$ cat config.mk
export PLATFORM = sky130hd
export DESIGN_NAME = mem_bus_arbiter
export DESIGN_NICKNAME = d
export VERILOG_FILES = /design/src/rtl/mem_bus_arbiter.sv
export SDC_FILE = /design/constraint.sdc
export NUM_CORES = 1
export LEC_CHECK = 0
export CORE_MARGIN = 5
export CORE_UTILIZATION = 31
export DETAILED_ROUTE_END_ITERATION = 7
export PLACE_DENSITY = 0.83
export SYNTH_ARGS = -nofsm -noshare
export SYNTH_HDL_FRONTEND = slang
export SYNTH_SLANG_ARGS = --single-unit
$ cat constraint.sdc
create_clock -name clk -period 3.1 [get_ports clk]
set_input_delay 0.775 -clock clk [delete_from_list [all_inputs] [get_ports clk]]
set_output_delay 0.775 -clock clk [all_outputs]
set_load 0.02 [all_outputs]
$ cat src/rtl/mem_bus_arbiter.sv
// mem_bus_arbiter
// Shares one single-ported memory bus between instruction fetch (m0,
// read-only) and the execute-stage load/store path (m1, read/write).
// Only one transaction is outstanding at a time. m1 has fixed priority,
// but after MAX_WAIT consecutive losses m0 wins the next arbitration.
// A transaction that receives no response aborts with an error pulse.
//
// Ports:
//   clk, rst            clock; asynchronous active-low reset
//   m0_req_i/addr_i     fetch request (held until m0_gnt_o)
//   m0_gnt_o            fetch accepted by the slave this cycle
//   m0_rvalid_o/err_o   fetch response / timeout pulse (registered)
//   m1_req_i/we_i/addr_i/wdata_i/be_i   data request (held until m1_gnt_o)
//   m1_gnt_o            data accepted by the slave this cycle
//   m1_rvalid_o/err_o   data response / timeout pulse (registered)
//   rdata_o             response data shared by both masters
//   s_req_o/we_o/addr_o/wdata_o/be_o    request side of the shared bus
//   s_ready_i           slave accepts the request this cycle
//   s_rvalid_i/rdata_i  slave response
//   hold_flag_o         pipeline stall while a data access is pending
module mem_bus_arbiter #(
  parameter int ADDR_W   = 32,
  parameter int DATA_W   = 32,
  parameter int MAX_WAIT = 4,
  parameter int TIMEOUT  = 16
) (
  input  logic              clk,
  input  logic              rst,
  input  logic              m0_req_i,
  input  logic [ADDR_W-1:0] m0_addr_i,
  output logic              m0_gnt_o,
  output logic              m0_rvalid_o,
  output logic              m0_err_o,
  input  logic              m1_req_i,
  input  logic              m1_we_i,
  input  logic [ADDR_W-1:0] m1_addr_i,
  input  logic [DATA_W-1:0] m1_wdata_i,
  input  logic [3:0]        m1_be_i,
  output logic              m1_gnt_o,
  output logic              m1_rvalid_o,
  output logic              m1_err_o,
  output logic [DATA_W-1:0] rdata_o,
  output logic              s_req_o,
  output logic              s_we_o,
  output logic [ADDR_W-1:0] s_addr_o,
  output logic [DATA_W-1:0] s_wdata_o,
  output logic [3:0]        s_be_o,
  input  logic              s_ready_i,
  input  logic              s_rvalid_i,
  input  logic [DATA_W-1:0] s_rdata_i,
  output logic              hold_flag_o
);

  localparam int SW = $clog2(MAX_WAIT + 1);
  localparam int TW = $clog2(TIMEOUT);
  localparam logic [SW-1:0] STARVE_MAX = SW'(MAX_WAIT);
  // tmo_cnt is 0 in the first WAIT cycle; the abort fires in the cycle whose
  // increment would bring the counter to TIMEOUT-1, so the error pulse lands
  // exactly TIMEOUT cycles after the grant.
  localparam logic [TW-1:0] TMO_LAST = TW'(TIMEOUT - 2);

  typedef enum logic {
    ST_IDLE,
    ST_WAIT
  } state_t;

  state_t          state_q, state_d;
  logic            owner_q;      // 0 = m0, 1 = m1
  logic [SW-1:0]   starve_cnt;
  logic [TW-1:0]   tmo_cnt;

  logic            pick_m0;
  logic            pick_m1;
  logic            accept;
  logic            tmo_hit;

  // Winner selection: m1 wins unless m0 has been starved long enough.
  assign pick_m0 = m0_req_i && (!m1_req_i || (starve_cnt == STARVE_MAX));
  assign pick_m1 = !pick_m0 && m1_req_i;
  assign tmo_hit = (tmo_cnt == TMO_LAST);

  // Bus request muxing, grants and next state.
  always_comb begin
    state_d   = state_q;
    s_req_o   = 1'b0;
    s_we_o    = 1'b0;
    s_addr_o  = '0;
    s_wdata_o = '0;
    s_be_o    = 4'h0;
    m0_gnt_o  = 1'b0;
    m1_gnt_o  = 1'b0;
    accept    = 1'b0;
    case (state_q)
      ST_IDLE: begin
        if (pick_m0) begin
          s_req_o  = 1'b1;
          s_addr_o = m0_addr_i;
          s_be_o   = 4'hF;
        end else if (pick_m1) begin
          s_req_o   = 1'b1;
          s_we_o    = m1_we_i;
          s_addr_o  = m1_addr_i;
          s_wdata_o = m1_wdata_i;
          s_be_o    = m1_be_i;
        end
        accept   = s_req_o && s_ready_i;
        m0_gnt_o = accept && pick_m0;
        m1_gnt_o = accept && pick_m1;
        if (accept) state_d = ST_WAIT;
      end
      ST_WAIT: begin
        if (s_rvalid_i || tmo_hit) state_d = ST_IDLE;
      end
      default: state_d = ST_IDLE;
    endcase
  end

  // Stall the pipeline while a data request waits for a grant or a response.
  assign hold_flag_o = (m1_req_i && !m1_gnt_o) || ((state_q == ST_WAIT) && owner_q);

  // State, counters and the registered response outputs. A valid response
  // in the timeout cycle takes precedence over the abort.
  always_ff @(posedge clk or negedge rst) begin
    if (!rst) begin
      state_q     <= ST_IDLE;
      owner_q     <= 1'b0;
      starve_cnt  <= '0;
      tmo_cnt     <= '0;
      rdata_o     <= '0;
      m0_rvalid_o <= 1'b0;
      m0_err_o    <= 1'b0;
      m1_rvalid_o <= 1'b0;
      m1_err_o    <= 1'b0;
    end else begin
      state_q     <= state_d;
      m0_rvalid_o <= 1'b0;
      m0_err_o    <= 1'b0;
      m1_rvalid_o <= 1'b0;
      m1_err_o    <= 1'b0;
      case (state_q)
        ST_IDLE: begin
          if (accept) begin
            owner_q <= pick_m1;
            tmo_cnt <= '0;
          end
          if (m0_gnt_o) begin
            starve_cnt <= '0;
          end else if (m1_gnt_o && m0_req_i && (starve_cnt != STARVE_MAX)) begin
            starve_cnt <= starve_cnt + SW'(1);
          end
        end
        ST_WAIT: begin
          tmo_cnt <= tmo_cnt + TW'(1);
          if (s_rvalid_i) begin
            rdata_o <= s_rdata_i;
            if (owner_q) m1_rvalid_o <= 1'b1;
            else         m0_rvalid_o <= 1'b1;
          end else if (tmo_hit) begin
            rdata_o <= '0;
            if (owner_q) begin
              m1_rvalid_o <= 1'b1;
              m1_err_o    <= 1'b1;
            end else begin
              m0_rvalid_o <= 1'b1;
              m0_err_o    <= 1'b1;
            end
          end
        end
        default: ;
      endcase
    end
  end

endmodule
==> run summary <==
critical setup path kind = input port to output port
largest net degree at the start of global routing = 46
CTS tree = yes
register area share after synthesis = 0.469
Net Sw Power = 1010 uW
dominant cell type by area after synthesis = dfrtp_1
sequential share of power = 0.323
ant diodes = 0
Synth top area share = 0.469
LEAKAGE = 0.00231 uW
GR Util met2 = 0.418
max-cap viol count = 0
# hold bufs at CTS = 0
Final Hold Vio Count = 0
TNS Setup = 0 ns
number of synthesized flops with an enable pin = 0
Clk pwr share = 0.130
vias per inst = 4.80
chip height = 98.0 um
Remaining Overflow, GRT = 0
drt first pass iters = 4
top_reg_cell synth = dfrtp_1
core footprint = 7650 um^2
register bit total from synthesis = 45
Routed Antenna Nets = 0
DRC = 0
CTS Sinks = 45
fraction of layout cells with a size suffix above 1 = 0.145
clk_skew = 0.0103 ns
Initial Util = 0.314
clk slew on worst S/H paths = 0.09 ns
final period utilization = 0.964
ys async rst share = 1.00
synthesized instance count = 223
GRT Total Usage = 0.247
routability cong. = 0.939
synth top area cells = dfrtp_1 47%, a22o_1 24%, and2_1 8.9%
Cell Pwr Density = 519 nW/um^2
die width = 98.0 um
Site Rows = 32
fmax = 0.335 GHz
first-pass GRT wire length = 18.4 mm
Mapped Avg Cell Area = 10.8 um^2
port buffer count = 247
cell internal pwr = 1690 uW
die area = 9610 um^2
Post-DP Area = 5050 um^2
syn nets = 366
Tightest Hold Check Type = flip-flop to flip-flop
fin nets = 620
Tmin final = 2.99 ns
Logic pwr share = 0.547
Post-Layout Cell Count = 579
clock buffer depth = 2
initial antenna violation count = 0
Worst setup EP type = output port
Worst Path Max Fanout = 17
Worst-Skew Late Latency = 0.30 ns
Sw Share = 0.374
Synth cell types = 33
number of cells after detailed placement = 570
vias in the first global route = 2982
io pins = 248
Total Wirelength = 12.1 mm
clock root buffer = clkbuf_8
post-layout util = 0.681
outcome = finished clean
# H-tree levels = 2
WL per Instance = 21.0 um
Slew Viols, Final = 0
Num CTS Buffers = 5
critical path arrival = 2.21 ns
Vias = 2781
M3 GR Usage = 0.0764
most frequent cells in the layout = 171 x clkdlybuf4s50_1, 65 x a22o_1, 45 x dfrtp_1
worst hold slack = 0.512 ns
Worst-Margin Slew = 0.973 ns
RSZ-0062 raised after global routing = false
Worst slew margin = 0.351
DR iter-0 viols = 89
post-DP HPWL = 9.82 mm
yosys warns = 0
# setup viols final = 0
Mapped Area = 2400 um^2
Worst Setup Start Kind = input port
critical path required time = 2.32 ns
Max rail drop VDD = 0.441 mV
most used routing layer in global routing = met2
commonest non-fill, non-tap cell in the layout = clkdlybuf4s50_1
GR met1 Demand/Resource = 0.315
area grow syn2layout = 117%
fin area = 5210 um^2
## logic make-up (layout without fill, tap and decap cells)
logic type / count (synthesis) / in the layout / share of synthesized area
adder cells (fa/ha/maj): 4 / 4 / 0.0208
buffers and inverters: 25 / 279 / 0.0557
XOR/XNOR: 2 / 2 / 0.00729
flip-flops: 45 / 45 / 0.469
AO/OA/AOI/OAI: 83 / 83 / 0.283
AND/OR/NAND/NOR: 63 / 63 / 0.160
multiplexers: 1 / 1 / 0.00469
## state kept, by name, summed over array words and instances, names as in the netlist
| name | cells |
|---|---|
| m1_rvalid_o | 1 |
| starve_cnt | 3 |
| rdata_o | 32 |
| m0_err_o | 1 |
| m1_err_o | 1 |
| owner_q | 1 |
| state_q | 1 |
| tmo_cnt | 4 |
| m0_rvalid_o | 1 |
## cell usage after synthesis, drive strengths merged (2+ instances only)
cell,count
a21oi,9
a22o,66
and2,34
and3,3
and4b,2
buf,13
clkbuf,7
dfrtp,45
ha,4
inv,5
nand2,7
nand3,4
nor2,4
nor2b,2
nor3b,2
o21ai,4
## metrics by stage
stage / setup slack, ns / total power, uW
global route: 0.0279 / 2850
global placement: -0.388 / 2350
detailed placement: -0.425 / 2370
CTS: 0.00178 / 2720
floorplan: 0.727 / 1570
finish: 0.112 / 2700
## area by class of cell
class	count	area, um^2
Timing Repair Buffer	267	2690
Clock inverter	2	13.8
Tap cell	102	128
Inverter	5	18.8
Clock buffer	5	68.8
Fill cell	609	2440
Sequential cell	45	1130
Multi-Input combinational cell	153	1160
## layer usage
metal | vias up | share of wire | wire length [um]
met1 | 1298 | 0.42 | 5150
li1 | 1326 | - | -
met4 | 0 | 0.015 | 184
met5 | - | 0 | 0
met2 | 144 | 0.48 | 5810
met3 | 13 | 0.081 | 983
## critical path, stage by stage
cell and delay [ns]:
dlygate4sd2_1 0.26, buf_4 0.16, and3b_2 0.24, bufbuf_16 0.29, a22o_1 0.23, clkdlybuf4s15_2 0.26
## power by group through the flow
stage	clock network (uW)	logic, uW	registers (uW)
2_1_floorplan	0	548	1020
3_3_place_gp	0	1480	878
3_5_place_dp	0	1490	882
4_1_cts	361	1480	878
5_1_grt	380	1570	900
6_report	351	1480	874
## what timing repair did
item / CTS / global route
setup endpoints to repair: 70 / 8
cloned: 1 / 0
buffers inserted: 0 / 1
gates resized for setup: 143 / 2
## worst paths after layout
path	start	endpoint	slack [ns]	cells after the start
worst max-delay path	m1_req_i	s_addr_o[11]	0.11	6
worst min-delay path	rdata_o[19]	rdata_o[19]	0.51	1
worst max register to register	tmo_cnt[0]	rdata_o[0]	1.48	6
worst min register to register	rdata_o[19]	rdata_o[19]	0.51	1
max in group asynchronous	rst	tmo_cnt[2]	1.86	1
min in group asynchronous	rst	rdata_o[19]	0.63	1
(Power assumes the default switching activity.)
